**src/rtl/wm8731_adc_rx_if.sv**
```systemverilog
// wm8731_adc_rx_if: parallel sample handshake between the WM8731 ADC
// receiver and the game audio logic.
//   sample_ready  consumer -> receiver  accept current pair
//   left_sample   receiver -> consumer  last complete left word
//   right_sample  receiver -> consumer  last complete right word
//   sample_valid  receiver -> consumer  pair available, held until accepted
//   overrun       receiver -> consumer  1-clk pulse, unaccepted pair overwritten
//   frame_err     receiver -> consumer  1-clk pulse, LRCK edge before word complete
`timescale 1ns/1ps
interface wm8731_adc_rx_if #(
    parameter int WIDTH = 16
);
    logic             sample_ready;
    logic [WIDTH-1:0] left_sample;
    logic [WIDTH-1:0] right_sample;
    logic             sample_valid;
    logic             overrun;
    logic             frame_err;

    modport master (
        input  sample_ready,
        output left_sample, right_sample, sample_valid, overrun, frame_err
    );

    modport slave (
        output sample_ready,
        input  left_sample, right_sample, sample_valid, overrun, frame_err
    );
endinterface

```
**src/rtl/wm8731_adc_rx.sv**
```systemverilog
// wm8731_adc_rx: I2S capture from a WM8731 ADC (codec is bus master).
// All codec pins are oversampled in the clk domain; nothing runs on BCLK.
// Ports:
//   clk, reset_n      system clock (>= 8x BCLK), async active-low reset
//   AUD_BCLK          codec bit clock (async)
//   AUD_ADCLRCK       codec frame clock, 0 = left, 1 = right
//   AUD_ADCDAT        codec serial data, MSB first after a one-bit delay
//   smp               sample handshake (master side)
`timescale 1ns/1ps
module wm8731_adc_rx #(
    parameter int WIDTH = 16
) (
    input  logic            clk,
    input  logic            reset_n,
    input  logic            AUD_BCLK,
    input  logic            AUD_ADCLRCK,
    input  logic            AUD_ADCDAT,
    wm8731_adc_rx_if.master smp
);
    localparam int            CW       = $clog2(WIDTH + 1);
    localparam logic [CW-1:0] CNT_FULL = CW'(WIDTH);
    localparam logic [CW-1:0] CNT_LAST = CW'(WIDTH - 1);

    typedef enum logic [1:0] {SYNC, LEFT, RIGHT} state_t;

    state_t           state, state_d;
    logic [1:0][2:0]  pin_sync;     // [stage][{bclk, lrck, dat}]
    logic             bclk_prev;
    logic             lrck_q;
    logic [CW-1:0]    bit_cnt;
    logic [WIDTH-1:0] shift, left_hold, left_r, right_r;
    logic             left_ok, left_ok_d;
    logic             valid_r, overrun_r, ferr_r;
    logic             store_left, publish, ferr_d;

    // All three pins share one synchronizer depth so DAT/LRCK line up
    // exactly with the detected BCLK rise.
    wire bclk_s    = pin_sync[1][2];
    wire lrck_s    = pin_sync[1][1];
    wire dat_s     = pin_sync[1][0];
    wire bclk_rise = bclk_s & ~bclk_prev;
    wire lrck_edge = bclk_rise & (lrck_s != lrck_q);
    // The rise that reveals an LRCK edge is the I2S delay slot: no capture.
    wire cap       = bclk_rise & ~lrck_edge & (state != SYNC) & (bit_cnt < CNT_FULL);
    wire [WIDTH-1:0] shift_nxt = {shift[WIDTH-2:0], dat_s};

    always_ff @(posedge clk or negedge reset_n) begin
        if (!reset_n) begin
            pin_sync  <= '0;
            bclk_prev <= 1'b0;
        end else begin
            pin_sync  <= {pin_sync[0], {AUD_BCLK, AUD_ADCLRCK, AUD_ADCDAT}};
            bclk_prev <= bclk_s;
        end
    end

    always_ff @(posedge clk or negedge reset_n) begin
        if (!reset_n) state <= SYNC;
        else          state <= state_d;
    end

    always_comb begin
        state_d    = state;
        left_ok_d  = left_ok;
        store_left = 1'b0;
        publish    = 1'b0;
        ferr_d     = 1'b0;
        case (state)
            SYNC: begin
                // Only a falling LRCK edge starts a frame we can trust.
                if (lrck_edge && !lrck_s) state_d = LEFT;
            end
            LEFT: begin
                if (lrck_edge && lrck_s) begin
                    state_d = RIGHT;
                    if (bit_cnt == CNT_FULL) begin
                        store_left = 1'b1;
                        left_ok_d  = 1'b1;
                    end else begin
                        ferr_d    = 1'b1;
                        left_ok_d = 1'b0;
                    end
                end
            end
            RIGHT: begin
                // bit_cnt stops at WIDTH, so this fires once per frame.
                if (cap && bit_cnt == CNT_LAST && left_ok) publish = 1'b1;
                if (lrck_edge && !lrck_s) begin
                    if (bit_cnt < CNT_FULL) ferr_d = 1'b1;
                    left_ok_d = 1'b0;
                    state_d   = LEFT;
                end
            end
            default: state_d = SYNC;
        endcase
    end

    always_ff @(posedge clk or negedge reset_n) begin
        if (!reset_n) begin
            lrck_q    <= 1'b0;
            bit_cnt   <= '0;
            shift     <= '0;
            left_hold <= '0;
            left_ok   <= 1'b0;
            left_r    <= '0;
            right_r   <= '0;
            valid_r   <= 1'b0;
            overrun_r <= 1'b0;
            ferr_r    <= 1'b0;
        end else begin
            if (bclk_rise) lrck_q <= lrck_s;
            if (lrck_edge)  bit_cnt <= '0;
            else if (cap)   bit_cnt <= bit_cnt + 1'b1;
            if (cap)        shift <= shift_nxt;
            if (store_left) left_hold <= shift;
            left_ok   <= left_ok_d;
            ferr_r    <= ferr_d;
            overrun_r <= 1'b0;
            if (publish) begin
                left_r    <= left_hold;
                right_r   <= shift_nxt;
                valid_r   <= 1'b1;
                // Publishing on the accept cycle is a clean hand-over.
                overrun_r <= valid_r & ~smp.sample_ready;
            end else if (valid_r && smp.sample_ready) begin
                valid_r <= 1'b0;
            end
        end
    end

    assign smp.left_sample  = left_r;
    assign smp.right_sample = right_r;
    assign smp.sample_valid = valid_r;
    assign smp.overrun      = overrun_r;
    assign smp.frame_err    = ferr_r;
endmodule

```
**src/flat_wrapper.sv**
```systemverilog
// flat-port wrapper written by rule: the top's interface ports become plain ports
module wm8731_adc_rx_flat 
#(
    parameter int WIDTH = 16
)
  (clk, reset_n, AUD_BCLK, AUD_ADCLRCK, AUD_ADCDAT, smp_sample_ready, smp_left_sample, smp_right_sample, smp_sample_valid, smp_overrun, smp_frame_err);
  wm8731_adc_rx_if #(.WIDTH(WIDTH)) smp_i ();
  input  logic clk;
  input  logic reset_n;
  input  logic AUD_BCLK;
  input  logic AUD_ADCLRCK;
  input  logic AUD_ADCDAT;
  input wire logic [$bits(smp_i.sample_ready)-1:0] smp_sample_ready;
  output wire logic [$bits(smp_i.left_sample)-1:0] smp_left_sample;
  output wire logic [$bits(smp_i.right_sample)-1:0] smp_right_sample;
  output wire logic [$bits(smp_i.sample_valid)-1:0] smp_sample_valid;
  output wire logic [$bits(smp_i.overrun)-1:0] smp_overrun;
  output wire logic [$bits(smp_i.frame_err)-1:0] smp_frame_err;
  assign smp_i.sample_ready = smp_sample_ready;
  assign smp_left_sample = smp_i.left_sample;
  assign smp_right_sample = smp_i.right_sample;
  assign smp_sample_valid = smp_i.sample_valid;
  assign smp_overrun = smp_i.overrun;
  assign smp_frame_err = smp_i.frame_err;
  wm8731_adc_rx #(.WIDTH(WIDTH)) u_core (.clk(clk), .reset_n(reset_n), .AUD_BCLK(AUD_BCLK), .AUD_ADCLRCK(AUD_ADCLRCK), .AUD_ADCDAT(AUD_ADCDAT), .smp(smp_i));
endmodule
```
**config.mk**
```make
export PLATFORM = sky130hd
export DESIGN_NAME = wm8731_adc_rx_flat
export DESIGN_NICKNAME = d
export VERILOG_FILES = /design/src/rtl/wm8731_adc_rx_if.sv /design/src/rtl/wm8731_adc_rx.sv /design/src/flat_wrapper.sv
export SDC_FILE = /design/constraint.sdc
export NUM_CORES = 1
export LEC_CHECK = 0
export ABC_CLOCK_PERIOD_IN_PS = 2000
export CAP_MARGIN = 10
export CORE_ASPECT_RATIO = 1.2
export CORE_MARGIN = 2
export CORE_UTILIZATION = 49
export DETAILED_ROUTE_END_ITERATION = 12
export PLACE_DENSITY = 0.75
export REMOVE_ABC_BUFFERS = 1
export SLEW_MARGIN = 20
export SYNTH_ARGS = -nofsm -noshare
export SYNTH_HDL_FRONTEND = slang
export SYNTH_SLANG_ARGS = --single-unit
```
**constraint.sdc**
```tcl
create_clock -name clk -period 2 [get_ports clk]
set_input_delay 0.6 -clock clk [delete_from_list [all_inputs] [get_ports clk]]
set_output_delay 0.6 -clock clk [all_outputs]
set_load 0.03 [all_outputs]
```
### Yosys cells after proc, flatten, opt, wreduce, memory -nomap -nowiden

Cells that the tools add are included.

| storage, ports and cells | value |
|---|---|
| register bits after elaboration | 83 |
| bits of input ports | 6 |
| output and inout bits | 35 |
| word-level logic and storage cells | 68 |

| operators by class | value |
|---|---|
| $add $sub $neg | 1 |
| $lt $le $gt $ge | 1 |
| eq/ne operators | 8 |
| mux-type cells | 21 |
| bitwise gates (word level) | 9 |
| reduce and logical (&&, ||, !) cells | 14 |

Operator list:

| cell | number |
|---|---|
| 1-bit two-way mux | 14 |
| 5-bit two-way mux | 2 |
| 2-bit nonzero test | 4 |
| 1-bit bitwise AND | 6 |
| 2-bit by 1-bit != test with 1-bit output, second input constant | 3 |
| 5-bit by 1-bit adder with 5-bit output, second input constant | 1 |
| 5-bit by 4-bit == test with 1-bit output, second input constant | 1 |
| 5-bit == test, second input constant | 1 |
| 1-bit logical AND | 5 |
| 5-bit less-than comparator, second input constant | 1 |
| 2-bit two-way mux | 2 |
| 1-bit case mux with 2 select lines | 2 |
| 2-bit case mux with 2 select lines | 1 |
| 1-bit NOT | 3 |
| 3-bit AND reduction | 1 |
| 2-bit by 1-bit == test with 1-bit output, second input constant | 1 |
| 2-bit == test, second input constant | 1 |
| 2-bit zero test | 1 |
| 2-bit AND reduction | 1 |
| 2-bit OR reduction | 1 |
| 1-bit zero test | 1 |
| 1-bit != test | 1 |

### Depth between registers and ports, before layout

Gate-level depths: netlist (run 1).

| logic depth | value |
|---|---|
| word-level depth | 12 |
| gate-level depth with buffers | 7 |
| mapped depth without buffers | 6 |

### Worst setup path before layout (run 1)

OpenSTA, ideal clock, no wires.

| path | value |
|---|---|
| path kind | reg-to-reg |
| start point | register u_core.state[0] |
| end point | register u_core.left_r[10] (netlist: u_core.smp.left_sample[10]) |
| library setup time | 0.125 ns |
| arrival | 2.012 ns |
| required time | 1.875 ns |
| setup slack | -0.136 ns |
| cell stages (with the launch flop) | 7 |
| buffers on the path | 1 |
| clock period less this slack | 2.136 ns |
| cells stage by stage | dfrtp_1 inv_1 ha_1 or4b_4 nor3_4 buf_6 mux2_2 |

| on the way | value |
|---|---|
| word-level cells in the longest chain between the ends | 7 |
| elaborated cells on any way between the ends | 8 |
| those cells by class | 1 x eq/ne; 2 x mux; 2 x bitwise; 3 x reduce/logical |

RTL lines:

| item | RTL line | text |
|---|---|---|
| from (decl) | wm8731_adc_rx.sv:26 | `state_t state, state_d;` |
| from (signal assigned) | wm8731_adc_rx.sv:59 | `else state <= state_d;` |
| 2-bit nonzero test | wm8731_adc_rx.sv:44 | `wire cap = bclk_rise & ~lrck_edge & (state != SYNC) & (bit_cnt < CNT_FULL);` |
| 1-bit bitwise AND (2 in a row) | wm8731_adc_rx.sv:44 |  |
| 1-bit logical AND (2 in a row) | wm8731_adc_rx.sv:87 | `if (cap && bit_cnt == CNT_LAST && left_ok) publish = 1'b1;` |
| 1-bit two-way mux | wm8731_adc_rx.sv:87 |  |
| 1-bit two-way mux * | wm8731_adc_rx.sv:68 | `case (state)` |
| to (signal assigned) | wm8731_adc_rx.sv:120 | `left_r <= left_hold;` |
| to (decl) | wm8731_adc_rx.sv:31 | `logic [WIDTH-1:0] shift, left_hold, left_r, right_r;` |

Every way passes the cells marked *; elsewhere a longest branch is shown, timed or not.
A chain may end at the register's enable or synchronous reset.

### Worst setup path after layout (run 1)

| path | value |
|---|---|
| start point | register u_core.state[0] |
| end point | register u_core.right_r[8] (netlist: u_core.smp.right_sample[8]) |

| on the way | value |
|---|---|
| word-level cells in the longest chain between the ends | 7 |
| elaborated cells on any way between the ends | 8 |
| those cells by class | 1 x eq/ne; 2 x mux; 2 x bitwise; 3 x reduce/logical |

RTL lines:

| item | RTL line | text |
|---|---|---|
| 2-bit nonzero test | wm8731_adc_rx.sv:44 |  |
| 1-bit bitwise AND (2 in a row) | wm8731_adc_rx.sv:44 |  |
| 1-bit logical AND (2 in a row) | wm8731_adc_rx.sv:87 |  |
| 1-bit two-way mux | wm8731_adc_rx.sv:87 |  |
| 1-bit two-way mux * | wm8731_adc_rx.sv:68 |  |
| to (signal assigned) | wm8731_adc_rx.sv:121 | `right_r <= shift_nxt;` |
| to (decl) | wm8731_adc_rx.sv:31 |  |

Marks and branches as above.

==> impl_metrics.tcl, run 1 <==
set metrics [dict create \
    fin_crit_sh_pct 103 \
    clk_path_buf_depth 2 \
    clkLatencyLatePin_ns 0.35 \
    leakagePower_nw 2.61 \
    globalRoute.totalOverflow 0 \
    fin_crit_ns 2.07 \
    fp.dieArea_um2 7410 \
    cts.sinks 83 \
    dpl_cell_area_um2 3950 \
    clockRootBuffer "clkbuf_8" \
    synth_commonest_cells "83 x dfrtp_1, 63 x mux2_2, 8 x inv_1, 7 x ha_1, 7 x o21ai_0" \
    clk_pin_slew_ns 0.08 \
    first_pass_iters 4 \
    core_um2 6490 \
    worst_slew_pin_slew_ns 0.584 \
    drtIter0Drc 116 \
    final_cells 380 \
    cts-buffers-inserted 9 \
    seqCellArea_um2 2080 \
    syn_inst 215 \
    cp.required_ns 2.23 \
    cp_slowest_cell "or4b_4" \
    synth_warnings 0 \
    drv_cap 0 \
    hold_class "input port to asynchronous set/reset pin" \
    n_fill_cell 443 \
    reg2reg_depth 8 \
    wl_um 6250 \
    synth_flop_cell "dfrtp_1" \
    die_width_um 78.9 \
    grt_max_degree 38 \
    cp-end-kind "flip-flop" \
    worstPathCellList "inv_2 > ha_4 > or4b_4 > nor3_4 > buf_6 > buf_12 > buf_12 > mux2_2" \
    postRouteAntennaNets 0 \
    synth_edf_count 0 \
    pwr_density_cell_nw_per_um2 815 \
    worst-path-max-fanout 7 \
    dpl.hpwl_um 3710 \
    status "finished with violations" \
    port-buffer-count 40 \
    ios 41 \
    start_util_pct 50.9 \
    drcViolationCount 0 \
    startpoint "u_core.state[0]" \
    max_slew_margin_pct 60.9 \
    h-tree-depth 3 \
    antenna_found_initial 0 \
    criticalPathCategory "flip-flop to flip-flop" \
    grt_pass1_vias 2078 \
    final_nets 303 \
    yosys.area.top_type "dfrtp_1" \
    timing.rr.start "u_core.state[0]" \
    area_growth_pct 36.3 \
    grt_use_total_pct 18.6 \
    rrSetupSlack_ns -0.07 \
    setup_viol_count_final 19 \
    wl_per_cell_um 16.4 \
    max_stage_delay_ns 0.50 \
    via_per_inst 5.25 \
    hold_buffers 0 \
    path_buf_inv 4 \
    row_count 32 \
    routabilityCongestion 0.793 \
    violations "negative setup slack" \
    die_h_um 93.9 \
    vias 1994 \
    layout-drive-gt1-share_pct 41.7 \
    grt_pass1_wl_um 10300 \
    cpLargestDelayFamily "simple AND/OR/NAND/NOR gates" \
    synth_area_leaders "dfrtp_1 63%, mux2_2 21%, ha_1 2.7%" \
    postSynthAreaPerCell_um2 15.4 \
    num_antenna_cells 0 \
    slew_viol_final 0 \
    hold_viol 0 \
    dp.cells 353 \
    fmax_ghz 0.484 \
    crit_arrival_ns 2.30 \
    r2r_end "u_core.smp.right_sample[8]" \
    cts_tree "yes" \
    yosys.cell_count.top_type "dfrtp_1" \
    ys_seq_area_share_pct 62.9 \
    synth.distinct_cells 35 \
    ir_drop_mv 0.472 \
    synth_seq_cells 83 \
    fin_area_um2 4500 \
    synth_area_um2 3300 \
    async_flop_share_pct 100 \
    yosysTopAreaCellShare_pct 62.9 \
    fin_skew_ns 0.00812 \
    worst_slack_ns -0.0681 \
    startpoint_type "flip-flop" \
    multiInputGateArea_um2 1260 \
    rsz0062_at_grt "true" \
    crit_top_cell "buf_12" \
]
==> logic make-up after synthesis <==
kind of cell,share of synthesized area (%)
DFF,62.9
and+or+nand+nor,5.68
adders and majority gates,2.65
muxes,22.8
AOI/OAI and AO/OA,3.03
xor gates and xnor gates,0.531
buffers and inverters,2.42
==> where the power goes <==
| group | switching (mW) | total (mW) | internal [mW] | leakage, nW |
|---|---|---|---|---|
| Combinational | 0.220 | 0.454 | 0.234 | 1.36 |
| Clock | 0.589 | 1.42 | 0.834 | 0.121 |
| Sequential | 0.0539 | 1.79 | 1.74 | 1.14 |
==> stage by stage <==
stage               power [mW]  worst slack [ns]  TNS, ns  utilization [%]  hold slack (ns)
floorplan                 2.03            -0.614   -21.34                -            0.304
global placement          2.20            -0.104    -4.27             60.9            0.334
detailed placement        2.21            -0.153    -5.96             60.9            0.336
CTS                       3.68           -0.0487   -0.670             67.9            0.122
global route              3.85            -0.123    -2.39             69.4            0.120
finish                    3.67           -0.0681   -0.692             69.4            0.129
==> worst register-to-register path: stages, from the launching register on <==
cell,delay (ns)
dfrtp_1,0.37
inv_2,0.06
ha_4,0.15
or4b_4,0.50
nor3_4,0.16
buf_6,0.14
buf_12,0.12
buf_12,0.13
mux2_2,0.33
==> worst max path at each step <==
stage / end / slack, ns / cells past startpoint
finish: u_core.smp.right_sample[8] / -0.07 / 8
global route: u_core.smp.right_sample[8] / -0.12 / 8
CTS: u_core.smp.left_sample[3] / -0.05 / 8
detailed placement: u_core.smp.left_sample[13] / -0.15 / 6
global placement: u_core.smp.left_sample[12] / -0.10 / 6
floorplan: u_core.smp.left_sample[0] / -0.61 / 5
==> sequential cells by signal, indices dropped and copies added (netlist names), 2 cells and up <==
register / cells
u_core.bit_cnt: 5
u_core.left_hold: 16
u_core.pin_sync: 3
u_core.shift: 16
u_core.smp.left_sample: 16
u_core.smp.right_sample: 16
u_core.state: 2
==> cell type report <==
cell class | instances | share of cell area [%]
clock buffers | 10 | 2.83
clock inverters | 6 | 2.50
inverters | 8 | 0.667
multi-input cells | 118 | 28.0
flip-flops and latches | 83 | 46.1
well taps | 85 | 2.36
repair buffers | 70 | 17.5
==> repair_timing <==
item                       CTS  global route
gates resized for setup     31            37
setup endpoints to repair   54            84
pin swaps                    3             1
cloned                       3             0
buffers inserted             6             4
==> placed cells by master, fill, tap and decap left out, types with 2 or more instances in the layout <==
cell type        instances
and4bb_2                 2
buf_12                   5
buf_16                   2
buf_4                   21
buf_6                    3
bufinv_16                3
clkbuf_8                 9
clkdlybuf4s50_1          6
dfrtp_1                 83
dlygate4sd2_1            8
dlymetal6s2s_1          25
ha_1                     6
inv_1                    6
inv_2                    2
mux2_2                  44
mux2_4                  21
mux2i_1                  2
nand2_1                  3
nand2b_1                 2
nand3_1                  4
nand3_2                  2
nor2_1                   3
nor3_1                   2
o21ai_0                  7
o22ai_1                  2
o2bb2ai_1                2
==> per-layer routing <==
layer / GRT usage, % / up-vias / share of wire, %
li1: - / 916 / -
met1: 24.5 / 1031 / 45
met2: 29.8 / 41 / 51
met3: 3.85 / 6 / 3.6
met4: 8.62 / 0 / 1.1
met5: 0 / - / 0
No activity file was read; power rests on OpenSTA's default activity.
==> inputs of run 2 (changes only) <==
--- a/config.mk
+++ b/config.mk
@@ -10,6 +10,7 @@
 export CORE_ASPECT_RATIO = 1.2
 export CORE_MARGIN = 2
 export CORE_UTILIZATION = 49
+export CTS_CLUSTER_SIZE = 20
 export DETAILED_ROUTE_END_ITERATION = 12
 export PLACE_DENSITY = 0.75
 export REMOVE_ABC_BUFFERS = 1
==> results of run 2 <==
No change in the layout: final DEF, timing and power equal those of run 1.
==> inputs of run 3 (changes only) <==
--- a/config.mk
+++ b/config.mk
@@ -18,3 +18,4 @@
 export SYNTH_ARGS = -nofsm -noshare
 export SYNTH_HDL_FRONTEND = slang
 export SYNTH_SLANG_ARGS = --single-unit
+export TNS_END_PERCENT = 100
==> results of run 3 <==
No change in the layout: final DEF, timing and power equal those of run 1.
